==> src/rtl/lsu_pkg.sv <==
// Shared definitions for the load/store unit: RV32 funct3 size codes and FSM states.
package lsu_pkg;

  localparam logic [2:0] F3_B  = 3'b000;
  localparam logic [2:0] F3_H  = 3'b001;
  localparam logic [2:0] F3_W  = 3'b010;
  localparam logic [2:0] F3_BU = 3'b100;
  localparam logic [2:0] F3_HU = 3'b101;

  typedef enum logic [1:0] {
    IDLE,
    ACCESS,
    WRITE,
    RESP
  } lsu_state_t;

endpackage

==> src/rtl/lsu_byte_lane.sv <==
// Combinational lane logic: load extraction/extension, store merge, request legality.
// Optional feature: LSU_MISALIGN_TRAP_EN turns misaligned H/HU/SH/W/SW into faults.
module lsu_byte_lane
  import lsu_pkg::*;
(
  input  logic        store,
  input  logic [2:0]  funct3,
  input  logic [1:0]  addr,
  input  logic [31:0] wdata,
  input  logic [31:0] rdata,
  output logic [31:0] load_data,
  output logic [31:0] merged,
  output logic        fault
);

  logic [7:0]  byte_sel;
  logic [15:0] half_sel;
  logic        illegal;

  // Pick the addressed lane and extend it to a full word.
  always_comb begin
    byte_sel = rdata[7:0];
    case (addr)
      2'd1:    byte_sel = rdata[15:8];
      2'd2:    byte_sel = rdata[23:16];
      2'd3:    byte_sel = rdata[31:24];
      default: byte_sel = rdata[7:0];
    endcase
    half_sel = addr[1] ? rdata[31:16] : rdata[15:0];
    case (funct3)
      F3_B:    load_data = {{24{byte_sel[7]}}, byte_sel};
      F3_BU:   load_data = {24'd0, byte_sel};
      F3_H:    load_data = {{16{half_sel[15]}}, half_sel};
      F3_HU:   load_data = {16'd0, half_sel};
      default: load_data = rdata;
    endcase
  end

  // Replace the addressed lane of the captured word with the store data.
  always_comb begin
    merged = rdata;
    case (funct3)
      F3_B: begin
        case (addr)
          2'd0:    merged[7:0]   = wdata[7:0];
          2'd1:    merged[15:8]  = wdata[7:0];
          2'd2:    merged[23:16] = wdata[7:0];
          default: merged[31:24] = wdata[7:0];
        endcase
      end
      F3_H: begin
        if (addr[1]) merged[31:16] = wdata[15:0];
        else         merged[15:0]  = wdata[15:0];
      end
      default: merged = wdata;
    endcase
  end

  // Reject reserved codes and unsigned stores; optionally misaligned accesses too.
  always_comb begin
    case (funct3)
      F3_B, F3_H, F3_W: illegal = 1'b0;
      F3_BU, F3_HU:     illegal = store;
      default:          illegal = 1'b1;
    endcase
`ifdef LSU_MISALIGN_TRAP_EN
    fault = illegal
          | (((funct3 == F3_H) || (funct3 == F3_HU)) && addr[0])
          | ((funct3 == F3_W) && (addr != 2'b00));
`else
    fault = illegal;
`endif
  end

endmodule

==> src/rtl/load_store_unit.sv <==
// RV32 load/store unit: request/response handshake around a word-wide data memory,
// sub-word stores done as read-modify-write. Optional: LSU_MISALIGN_TRAP_EN.
module load_store_unit
  import lsu_pkg::*;
(
  input  logic        clk,
  input  logic        reset,
  input  logic        req_valid,
  output logic        req_ready,
  input  logic        req_store,
  input  logic [2:0]  req_funct3,
  input  logic [31:0] req_addr,
  input  logic [31:0] req_wdata,
  output logic        resp_valid,
  input  logic        resp_ready,
  output logic [31:0] resp_rdata,
  output logic        resp_fault,
  output logic [31:0] mem_addr,
  output logic        mem_write,
  output logic [31:0] mem_write_data,
  input  logic [31:0] mem_read_data
);

  lsu_state_t  state, state_next;
  logic        store_q;
  logic [2:0]  funct3_q;
  logic [1:0]  addr_q;
  logic [31:0] wdata_q;
  logic        latch;

  logic        req_ready_n, resp_valid_n, resp_fault_n, mem_write_n;
  logic [31:0] resp_rdata_n, mem_addr_n, mem_write_data_n;

  logic        lane_store;
  logic [2:0]  lane_funct3;
  logic [1:0]  lane_addr;
  logic [31:0] lane_wdata, load_data, merged;
  logic        fault;

  // Legality is judged on the live request in IDLE, lane work on the latched one.
  assign lane_store  = (state == IDLE) ? req_store       : store_q;
  assign lane_funct3 = (state == IDLE) ? req_funct3      : funct3_q;
  assign lane_addr   = (state == IDLE) ? req_addr[1:0]   : addr_q;
  assign lane_wdata  = (state == IDLE) ? req_wdata       : wdata_q;

  lsu_byte_lane u_lane (
    .store     (lane_store),
    .funct3    (lane_funct3),
    .addr      (lane_addr),
    .wdata     (lane_wdata),
    .rdata     (mem_read_data),
    .load_data (load_data),
    .merged    (merged),
    .fault     (fault)
  );

  // Next state and next value of every registered output.
  always_comb begin
    state_next       = state;
    latch            = 1'b0;
    req_ready_n      = 1'b0;
    resp_valid_n     = 1'b0;
    resp_fault_n     = 1'b0;
    resp_rdata_n     = 32'd0;
    mem_addr_n       = 32'd0;
    mem_write_n      = 1'b0;
    mem_write_data_n = 32'd0;
    case (state)
      IDLE: begin
        if (req_valid) begin
          latch = 1'b1;
          if (fault) begin
            state_next   = RESP;
            resp_valid_n = 1'b1;
            resp_fault_n = 1'b1;
          end else begin
            state_next = ACCESS;
            mem_addr_n = {req_addr[31:2], 2'b00};
          end
        end else begin
          req_ready_n = 1'b1;
        end
      end
      ACCESS: begin
        if (store_q) begin
          state_next       = WRITE;
          mem_addr_n       = mem_addr;
          mem_write_n      = 1'b1;
          mem_write_data_n = merged;
        end else begin
          state_next   = RESP;
          resp_valid_n = 1'b1;
          resp_rdata_n = load_data;
        end
      end
      WRITE: begin
        state_next   = RESP;
        resp_valid_n = 1'b1;
      end
      RESP: begin
        if (resp_ready) begin
          state_next  = IDLE;
          req_ready_n = 1'b1;
        end else begin
          resp_valid_n = 1'b1;
          resp_rdata_n = resp_rdata;
          resp_fault_n = resp_fault;
        end
      end
      default: state_next = IDLE;
    endcase
  end

  // State and output registers; reset clears everything, dropping mem_write at once.
  always_ff @(posedge clk or posedge reset) begin
    if (reset) begin
      state          <= IDLE;
      req_ready      <= 1'b0;
      resp_valid     <= 1'b0;
      resp_fault     <= 1'b0;
      resp_rdata     <= 32'd0;
      mem_addr       <= 32'd0;
      mem_write      <= 1'b0;
      mem_write_data <= 32'd0;
    end else begin
      state          <= state_next;
      req_ready      <= req_ready_n;
      resp_valid     <= resp_valid_n;
      resp_fault     <= resp_fault_n;
      resp_rdata     <= resp_rdata_n;
      mem_addr       <= mem_addr_n;
      mem_write      <= mem_write_n;
      mem_write_data <= mem_write_data_n;
    end
  end

  // Capture the accepted request.
  always_ff @(posedge clk or posedge reset) begin
    if (reset) begin
      store_q  <= 1'b0;
      funct3_q <= 3'd0;
      addr_q   <= 2'd0;
      wdata_q  <= 32'd0;
    end else if (latch) begin
      store_q  <= req_store;
      funct3_q <= req_funct3;
      addr_q   <= req_addr[1:0];
      wdata_q  <= req_wdata;
    end
  end

endmodule

==> config.mk <==
export PLATFORM = sky130hd
export DESIGN_NAME = load_store_unit
export DESIGN_NICKNAME = d
export VERILOG_FILES = /design/src/rtl/lsu_pkg.sv /design/src/rtl/lsu_byte_lane.sv /design/src/rtl/load_store_unit.sv
export SDC_FILE = /design/constraint.sdc
export NUM_CORES = 1
export LEC_CHECK = 0
export CORE_ASPECT_RATIO = 1.25
export CORE_MARGIN = 2
export CORE_UTILIZATION = 48
export CTS_CLUSTER_DIAMETER = 60
export DETAILED_ROUTE_END_ITERATION = 16
export PLACE_DENSITY = 0.85
export SLEW_MARGIN = 20
export SYNTH_ARGS = -nofsm -noshare
export SYNTH_HDL_FRONTEND = slang
export SYNTH_SLANG_ARGS = --single-unit
export TNS_END_PERCENT = 20
==> constraint.sdc <==
create_clock -name clk -period 5.84 [get_ports clk]
set_clock_uncertainty 0.2 [all_clocks]
set_input_delay 0.584 -clock clk [delete_from_list [all_inputs] [get_ports clk]]
set_output_delay 0.584 -clock clk [all_outputs]
set_load 0.01 [all_outputs]
* Yosys cells after proc, flatten, opt, wreduce, memory -nomap -nowiden
Index checks and enable logic that the tools add are counted.
** Operators by class
- Eq/ne operators :: 13
- Multiplexer cells :: 43
- Reduce and logical (&&, ||, !) cells :: 7
** Operator list (count)
- $mux 32 :: 8
- $pmux 32 s2 :: 3
- $pmux 32 s4 :: 1
- $mux 16 :: 3
- $mux 8 :: 4
- $pmux 8 s3 :: 1
- $mux 1 :: 13
- $eq 2x2->1 const B :: 4
- $mux 2 :: 4
- $pmux 2 s4 :: 1
- $eq 3x3->1 const B :: 2
- $ne 2x2->1 const B :: 3
- $pmux 1 s2 :: 3
- $reduce_or 3->1 :: 2
- $eq 2x1->1 const B :: 2
- $logic_not 2->1 :: 2
- $pmux 1 s4 :: 1
- $eq 3x1->1 const B :: 1
- $eq 3x2->1 const B :: 1
- $logic_not 3->1 :: 1
- $mux 3 :: 1
- $reduce_and 2->1 :: 1
- $reduce_or 2->1 :: 1
** Storage, ports and cells
- Output and inout bits :: 100
- Input port bits :: 104
- Flip-flop bits (word level) :: 140
- Word-level logic and storage cells :: 75

* Depth between registers and ports, before layout
Gate-level depths: netlist of the first run.
- Word-level depth :: 8
- Mapped depth :: 10
- Gate-level depth less buffers :: 7

* Modules after synthesis
Synthesis of the first run repeated with hierarchy kept, for this count alone.
** Second synthesis, totals
- Cell total of the unflattened synthesis :: 592
- Area total of the unflattened synthesis :: 6755.2 µm²
** Modules (own cells, without submodules)
- load_store_unit :: seq. area each 3453.3 µm², instances 1, cells each 369, area each 5500.3 µm²
- lsu_byte_lane :: seq. area each 0.0 µm², instances 1, cells each 223, area each 1255.0 µm²

* Worst setup path after synthesis of the first run
Ideal clock, no wire load.
- Path kind :: register to register
- Start :: register state[0]
- End :: register resp_rdata[17]
- Data required time :: 5.496 ns
- Path slack :: 3.390 ns
- Setup time :: 0.144 ns
- Period minus slack after synthesis :: 2.450 ns
- Cell stages (with the launch flop) :: 8
- Arrival :: 2.107 ns
- Path buffers :: 1
- Cell sequence :: dfrtp_1 -> inv_1 -> ha_1 -> mux2i_1 -> mux2_2 -> a221oi_4 -> buf_6 -> o31ai_2
** Between the ends
- Word-level cells in the longest chain between the ends :: 7
- Elaborated cells between the ends (all ways) :: 18
- Classes of those cells :: eq/ne: 9; mux: 7; reduce/logical: 2
** Ends and longest elaborated chain
- from (decl) :: line load_store_unit.sv:24 : lsu_state_t state, state_next;
- from (signal assigned) :: line load_store_unit.sv:126 : state <= state_next;
- $logic_not 2->1 :: line load_store_unit.sv:42, load_store_unit.sv:43
- $mux 2 :: line load_store_unit.sv:43 : assign lane_addr = (state == IDLE) ? req_addr[1:0] : addr_q;
- $eq 2x2->1 or $eq 2x1->1 (tied branches) :: line lsu_byte_lane.sv:23 : case (addr)
- $pmux 8 s3 :: line lsu_byte_lane.sv:23
- $pmux 32 s4 :: line lsu_byte_lane.sv:30 : case (funct3)
- $mux 32 :: line load_store_unit.sv:85 : if (store_q) begin
- $pmux 32 s2 :: line load_store_unit.sv:68 : case (state)
- to (signal assigned) :: line load_store_unit.sv:130 : resp_rdata <= resp_rdata_n;
- to (decl) :: line load_store_unit.sv:16 : output logic [31:0] resp_rdata,
Parallel ways exist; a longest one is shown, timed or not.
A chain may end at the register's enable or synchronous reset.

* Worst setup path after layout of the first run
- Start :: register state[0]
- End :: register resp_rdata[27]
The elaborated chain is that of the path after synthesis.

==> results.py, run 1 <==
metrics = {
    "layout": {
        "nets": 906,
        "n_antenna_cell": 0,
        "finalNonFillerCells": 988,
        "syn2layout_area_growth_pct": 38.83,
        "drive_gt1_share_pct": 16.54,
    },
    "logic_synthesis": {
        "yosys_warnings": 0,
        "synth-async-reset-ratio_pct": 100.0,
        "yosys.cell_count.top_type": "dfrtp_1",
        "synth.area.top_cells": "dfrtp_1 (49%), mux2_2 (10%), mux2i_1 (4.9%)",
        "avgSynthCellArea_um2": 11.33,
        "yosysTopAreaCell": "dfrtp_1",
        "synth_common_cells": "dfrtp_1 (138), mux2_2 (62), nand2_1 (37)",
        "synth.cell_area_um2": 6989,
        "synth_cells": 617,
        "yosysSeqAreaShare_pct": 49.41,
        "synth_edf_count": 0,
        "ys_ff_latch": 138,
        "synth-main-ff-cell": "dfrtp_1",
        "yosysUniqueCellTypes": 59,
        "synth_top_cell_area_share_pct": 49.41,
    },
    "die": {
        "die_h_um": 138.9,
        "die_x_um": 111.9,
        "die_area_um2": 15550,
        "rows": 49,
        "coreArea_um2": 14290,
        "start_util_pct": 48.93,
        "ios": 204,
    },
    "timing": {
        "finalHoldViolCount": 0,
        "worst_pin_slew_ns": 1.135,
        "setup_viol": 0,
        "rsz0062_at_grt": "false",
        "slew_headroom_pct": 24.17,
        "drv_slew": 0,
        "timing.final.crit_share_pct": 59.73,
        "fmax_mhz": 286.7,
        "setup-tns-final_ns": 0,
        "whs_ns": 0.2887,
        "fin_crit_ns": 3.488,
    },
    "drt": {
        "drtAntennaViolNets": 0,
        "via_count": 6064,
        "dr.pass1.iters": 7,
        "drc": 0,
        "avgViaCountPerCell": 6.138,
        "wl_um": 22400,
        "wl_per_cell_um": 22.67,
        "drt_iter0_drc": 674,
    },
    "job": {
        "cap_violations": 0,
    },
    "global_routing": {
        "grt_overflow_total": 0,
        "grt_pass1_vias": 6212,
        "grt.total_usage_pct": 28.63,
        "grt_pass1_wl_um": 34510,
        "antenna_found_initial": 0,
        "grt_max_degree": 76,
    },
    "clock_network": {
        "cts_htree_levels": 4,
        "cts_tree": "built",
        "clkTransAtPathRegs_ns": 0.06,
        "cts_setup_buffers": 0,
        "cts_buffer_depth": 2,
        "clock-sinks": 138,
        "insertion_delay_ns": 0.43,
        "cts_hold_buf": 0,
        "root_buffer": "clkbuf_16",
        "cts-resized-gates": 0,
        "numCtsBuffers": 17,
    },
    "setup_path": {
        "crit_required_ns": 5.90,
        "crit_path_end_kind": "flip-flop",
        "crit_path_max_incr_delay_ns": 0.82,
        "path_buf_inv": 2,
        "cp_max_fo": 23,
        "path_cells": "inv_1, ha_2, mux2i_2, buf_4, mux2_2, a221oi_4, o31ai_1",
        "path_class": "flip-flop to flip-flop",
        "cp_top_family": "compound AO/OA/AOI/OAI gates",
        "cpMaxStageDelayCell": "a221oi_4",
        "startpoint_type": "flip-flop",
        "crit_arrival_ns": 3.55,
    },
    "pwr": {
        "p_clk_share_pct": 22.8,
        "total_power_w": 0.005270,
        "p_sw_share_pct": 38.11,
        "p_seq_share_pct": 29.4,
        "power_leakage_nw": 4.154,
        "combinationalPowerShare_pct": 47.8,
        "ir_drop_v": 0.0003093,
        "power.switching_w": 0.002009,
        "p_per_area_nw_per_um2": 543.2,
        "power.internal_w": 0.003262,
    },
    "placement": {
        "portBuffers": 201,
        "routabilityCongestion": 0.9459,
        "dp_hpwl_um": 16170,
        "place_inst": 957,
    },
    "hold_path": {
        "hp-class": "flip-flop to flip-flop",
    },
    "run_status": {
        "status": "finished, final reports clean",
    },
}
routing by layer:
layer  part of all wire (%)  track usage (%)  routed length, um  vias up
met3                    7.9            7.255               1773       84
met1                     36            32.32               8105     2952
met2                     51            49.73              11410      360
met4                    5.0            15.15               1115        0
met5                      0                0                  0        -
li1                       -                -                  -     2668
layout by cell type (no fill, tap or decap), types with 9 or more instances in the layout:
cell	instances
inv_1	15
nor3_1	26
a221o_1	10
o22ai_1	9
o31ai_2	10
nor2_1	31
o21ai_0	25
mux2i_1	32
dfrtp_1	138
clkbuf_16	17
nand2_1	37
mux2_2	62
clkdlybuf4s50_1	201
a22o_1	30
a21oi_1	29
through the flow:
step | utilization [%] | area (um^2) | worst slack, ns
final | 67.93 | 9703 | 2.352
after global routing | 67.93 | 9703 | 2.167
after CTS | 67.93 | 9703 | 2.400
after detailed placement | 63.31 | 9044 | 2.448
after global placement | 63.31 | 9044 | 2.622
after floorplan | - | 6993 | 1.360
worst paths after layout:
| check | startpoint | end | slack (ns) | depth (start not counted) |
|---|---|---|---|---|
| worst min-delay path | resp_fault | resp_fault | 0.29 | 2 |
| worst max-delay path | state[0] | resp_rdata[27] | 2.35 | 7 |
| min in group asynchronous | reset | mem_addr[6] | 0.49 | 2 |
| worst min register to register | resp_fault | resp_fault | 0.29 | 2 |
| worst max register to register | state[0] | resp_rdata[27] | 2.35 | 7 |
| max in group asynchronous | reset | wdata_q[8] | 3.53 | 3 |
cell type report:
type,instances,area (um^2)
clock buffers,21,470.5
clock inverters,10,188.9
fillers,1012,4582
inverters,16,62.56
multi-input cells,416,3233
flip-flops and latches,138,3453
well taps,178,222.7
repair buffers,209,2072
power groups by stage:
stage / combinational (W) / sequential (W) / clock (W)
after floorplan: 0.00155 / 0.00159 / 0
after global placement: 0.00239 / 0.00153 / 0
after detailed placement: 0.00248 / 0.00156 / 0
after CTS: 0.00250 / 0.00154 / 0.00121
after global routing: 0.00268 / 0.00158 / 0.00125
final: 0.00252 / 0.00155 / 0.00120
logic make-up after synthesis:
| logic type | share of synthesized area [%] |
|---|---|
| AO/OA/AOI/OAI | 19.39 |
| adder cells (fa/ha/maj) | 0.7161 |
| buffers and inverters | 4.690 |
| flip-flops | 49.41 |
| multiplexers | 15.61 |
| other | 0.05365 |
| AND/OR/NAND/NOR | 10.13 |
flip-flops by register name, indices dropped and copies added, names as in the netlist:
signal / cells
mem_write_data: 32
resp_rdata: 32
wdata_q: 32
mem_addr: 30
funct3_q: 3
addr_q: 2
state: 2
mem_write: 1
req_ready: 1
resp_fault: 1
resp_valid: 1
store_q: 1
tightest hold or removal path, delay by kind of cell, from the launching register on:
kind | cells | cell delay [ns]
DFF | 1 | 0.35
and+or+nand+nor | 1 | 0.05
AOI/OAI and AO/OA | 1 | 0.06
Note: power is estimated with default switching activity, not from simulation.
==> inputs of run 2 (changes only) <==
Settings changed: CORE_UTILIZATION 48 to 43, PLACE_DENSITY 0.85 to 0.81.
Clock period 5.84 ns to 2.9 ns, I/O delays scaled along.
==> results.py, run 2 (synthesis gave the netlist of run 1 again) <==
metrics = {
    "run_status": {
        "status": "finished, final reports clean",
    },
    "placement": {
        "dp_hpwl_um": 16180,
        "portBuffers": 201,
        "routabilityCongestion": 0.8832,
    },
    "global_routing": {
        "grt_overflow_total": 0,
        "grt_max_degree": 55,
        "antenna_found_initial": 0,
        "grt.total_usage_pct": 26.21,
        "grt_pass1_wl_um": 34970,
        "grt_pass1_vias": 6271,
    },
    "pwr": {
        "total_power_w": 0.01069,
        "power_leakage_nw": 4.232,
        "ir_drop_v": 0.0005497,
        "p_per_area_nw_per_um2": 1078,
    },
    "layout": {
        "n_antenna_cell": 0,
        "top_regs": "mem_write_data: 32 flops, resp_rdata: 32 flops, wdata_q: 32 flops",
        "final_common_cell": "clkdlybuf4s50_1",
        "drive_gt1_share_pct": 18.16,
        "most-common-layout-cells": "clkdlybuf4s50_1 (201), dfrtp_1 (138), mux2_2 (62)",
        "nets": 921,
        "syn2layout_area_growth_pct": 41.87,
    },
    "timing": {
        "drv_slew": 0,
        "setup_viol": 0,
        "slew_headroom_pct": 61.86,
        "finalHoldViolCount": 0,
        "rsz0062_at_grt": "false",
        "fmax_mhz": 381.0,
        "fin_crit_ns": 2.625,
        "worst_pin_slew_ns": 0.5691,
        "timing.final.crit_share_pct": 90.51,
        "setup-tns-final_ns": 0,
    },
    "setup_path": {
        "crit_arrival_ns": 2.72,
        "crit_path_end_kind": "flip-flop",
        "path_class": "flip-flop to flip-flop",
        "path_cells": "inv_1, ha_4, mux2i_2, buf_4, mux4_2, o21ai_2, a22oi_1",
        "cp_max_fo": 18,
        "cpMaxStageDelayCell": "mux4_2",
        "crit_path_max_incr_delay_ns": 0.54,
        "startpoint_type": "flip-flop",
        "crit_required_ns": 2.99,
    },
    "drt": {
        "wl_um": 22040,
        "drc": 0,
        "avgViaCountPerCell": 5.755,
        "wl_met3_um": 1487,
        "drtAntennaViolNets": 0,
        "dr.pass1.iters": 5,
        "maxUsedRoutingLayer": "met4",
        "drt_iter0_drc": 695,
        "via_count": 5997,
        "wl_met2_um": 11110,
        "m1WireLength_um": 8501,
        "wl_per_cell_um": 21.15,
    },
    "clock_network": {
        "root_buffer": "clkbuf_16",
        "clkTransAtPathRegs_ns": 0.06,
        "clock-sinks": 138,
        "cts_tree": "built",
        "cts_buffer_depth": 2,
        "cts_htree_levels": 4,
        "numCtsBuffers": 17,
        "insertion_delay_ns": 0.43,
        "cts_hold_buf": 0,
    },
    "die": {
        "rows": 52,
        "start_util_pct": 43.49,
        "die_area_um2": 17300,
        "die_x_um": 118.0,
        "ios": 204,
        "coreArea_um2": 16070,
        "die_h_um": 146.5,
    },
    "job": {
        "cap_violations": 0,
    },
    "hold_path": {
        "hp-class": "input pin to asynchronous set/reset pin",
    },
}
## run 2: cell types whose count changed in the layout (fill, tap and decap cells not counted)
cell,before,now
bufinv_16,5,4
inv_8,0,1
buf_12,0,6
buf_4,8,17
inv_4,1,0
ha_4,0,1
clkbuf_8,3,0
clkinvlp_4,1,3
clkinv_4,2,3
ha_2,1,0
clkinv_2,1,3
## run 2: area by class of cell
class,instances,area [um^2]
Clock buffer,18,429.2
Clock inverter,14,196.4
Fill cell,1286,6155
Inverter,16,63.81
Multi-Input combinational cell,416,3243
Sequential cell,138,3453
Tap cell,216,270.3
Timing Repair Buffer,224,2260
## run 2: worst paths after layout
| kind | from | to | slack (ns) | depth (start not counted) |
|---|---|---|---|---|
| min in group clk | req_addr[4] | mem_addr[4] | 0.26 | 2 |
| setup reg to reg | state[0] | resp_rdata[15] | 0.28 | 7 |
| hold / removal | reset | mem_addr[10] | 0.01 | 2 |
| setup / recovery | state[0] | resp_rdata[15] | 0.28 | 7 |
| max in group asynchronous | reset | mem_write_data[31] | 1.87 | 3 |
| hold reg to reg | resp_rdata[30] | resp_rdata[30] | 0.28 | 2 |
## run 2: worst max-delay path: cells and delay by family, from the launching register on
family / cells / cell delay (ns)
muxes: 2 / 0.85
DFF: 1 / 0.40
buffers and inverters: 2 / 0.39
AOI/OAI and AO/OA: 2 / 0.32
adders and majority gates: 1 / 0.31
## run 2: repair_timing
action                     CTS  global route
setup endpoints to repair    0             8
buffers inserted             0             0
gates resized for setup      0             1
hold endpoints to repair     0             0
## run 2: per-layer routing
metal	vias up	GRT usage, %
li1	2690	-
met1	2941	31.97
met2	303	43.87
met3	63	5.742
met4	0	13.07
met5	-	0
## run 2: metrics by stage
step | instances | hold slack [ns] | setup WS [ns] | instance area [um^2] | utilization [%]
floorplan | 618 | 0.2145 | 0.4497 | 6997 | -
CTS | 1042 | 0.01893 | 0.1543 | 9906 | 61.64
detailed placement | 1010 | 0.2703 | 0.1828 | 9280 | 57.75
global route | 1042 | 0.03947 | 0.01107 | 9916 | 61.70
finish | 1042 | 0.01479 | 0.2751 | 9916 | 61.70
global placement | 1010 | 0.2665 | 0.2480 | 9280 | 57.75
## run 2: report_power, final
| group | leakage [nW] | internal, W | switching (W) |
|---|---|---|---|
| Clock | 0.302 | 0.00144 | 0.000859 |
| Sequential | 1.82 | 0.00264 | 0.000457 |
| Combinational | 2.11 | 0.00254 | 0.00275 |
==> patch (config.mk and constraints of run 2) <==
The option `LSU_MISALIGN_TRAP_EN` is turned on by a define.
--- a/src/rtl/lsu_byte_lane.sv
+++ b/src/rtl/lsu_byte_lane.sv
@@ -1,5 +1,7 @@
 // Combinational lane logic: load extraction/extension, store merge, request legality.
 // Optional feature: LSU_MISALIGN_TRAP_EN turns misaligned H/HU/SH/W/SW into faults.
+`define LSU_MISALIGN_TRAP_EN
+
 module lsu_byte_lane
   import lsu_pkg::*;
 (
Check against the original RTL: not equivalent (Yosys sat finds a counterexample within 4 cycles, from zero or initial values and one cycle with reset high).
==> patch against run 2 <==
Cell area shrank 5.7%; final cell count shrank 6.4%; routed wire length shrank 13%; setup slack lost 0.024 ns; core utilization grew 0.87 points; power shrank 7.5%; sequential cell count is the same; area after synthesis shrank 6.2%; critical endpoint is now mem_write_data[17]$_DFF_PP0_; largest cell class unchanged; largest power group unchanged.
==> patch: results (changes against run 2) <==
{| class="wikitable"
! Metric !! Value
|-
| Met1 track utilization from global routing || 0.293 (-0.0263)
|-
| Status || completed
|-
| Reg2Reg Depth || 8 (+1)
|-
| Net switching power || 0.00375 W (-7.7%)
|-
| Avg Inst Size Synth || 11.4 sq um (+0.27%)
|-
| Placement-stage worst setup slack || 0.135 ns (-0.0478 ns)
|-
| Share of final-layout standard cells stronger than drive strength 1 || 0.164 (-0.0177)
|-
| Signal buffers || 222 (-0.89%)
|-
| Length of routed met2 wiring || 9500 microns (-14%)
|-
| Total placed cells including tap cells || 942 (-6.7%)
|-
| Total of fill cells in the finished design || 1,229 (-4.4%)
|-
| Lkg Pwr || 4.01 nW (-5.2%)
|-
| Power dissipated in the clock network || 0.00200 W (-13%)
|-
| Placed instance area || 0.00877 sq mm (-5.5%)
|-
| Worst endpoint data arrival time || 2.74 ns (+0.02 ns)
|-
| Internal reg-to-reg setup slack || 0.25 ns (-0.02 ns)
|-
| Top cells by area in the synthesized netlist || sky130_fd_sc_hd__dfrtp_1 (53%), sky130_fd_sc_hd__mux2_2 (8.4%), sky130_fd_sc_hd__mux2i_1 (4.9%), sky130_fd_sc_hd__a22o_1 (4.1%), sky130_fd_sc_hd__nand2_1 (3.8%)
|-
| Non-clock inverter count in the final layout || 7 (-9)
|-
| Delay of the slowest cell on the worst path || 0.49 ns (-0.05 ns)
|-
| Num sequential || 138 (unchanged)
|-
| Cell type of the slowest stage on the worst timing path || sky130_fd_sc_hd__mux2i_1
|-
| Multi-input comb cells || 394 (-5.3%)
|-
| Clock buffer cells || 20 (+2)
|-
| Top post-synthesis cells by count || sky130_fd_sc_hd__dfrtp_1 (138), sky130_fd_sc_hd__nand2_1 (67), sky130_fd_sc_hd__mux2_2 (49)
|-
| Global router's overall resource usage || 0.238 (-0.0237)
|-
| Maximum achievable frequency || 0.378 GHz (-0.90%)
|-
| Peak supply drop || 0.477 mV (-13%)
|-
| Worst-Margin Slew || 0.782 ns (+0.213 ns)
|}
==> patch: cell families (layout without fill, tap and decap cells) <==
| group | after synthesis | in the layout | share of synthesized area |
|---|---|---|---|
| muxes | 87 | 87 | 0.147 |
| and+or+nand+nor | 134 | 134 | 0.0880 |
| other | 1 | 2 | 0.000572 |
| buffers and inverters | 46 | 261 | 0.0378 |
| AOI/OAI and AO/OA | 167 | 167 | 0.192 |
| adders and majority gates | 4 | 4 | 0.00764 |
| DFF | 138 | 138 | 0.527 |
==> patch: critical path, delay by kind of cell (launching register included) <==
family	cells	cell delay, ns
AND/OR/NAND/NOR	1	0.11
multiplexers	1	0.49
AO/OA/AOI/OAI	2	0.28
flip-flops	1	0.41
buffers and inverters	3	0.75
adder cells (fa/ha/maj)	1	0.26
==> patch: repair_timing <==
| action | 4_1_cts | 5_1_grt |
|---|---|---|
| endpoints found under the hold margin | 0 | 0 |
| resized for setup | 0 | 6 |
| endpoints found under the setup margin | 0 | 56 |
| hold buffers | 0 | 0 |
| setup buffers | 0 | 1 |
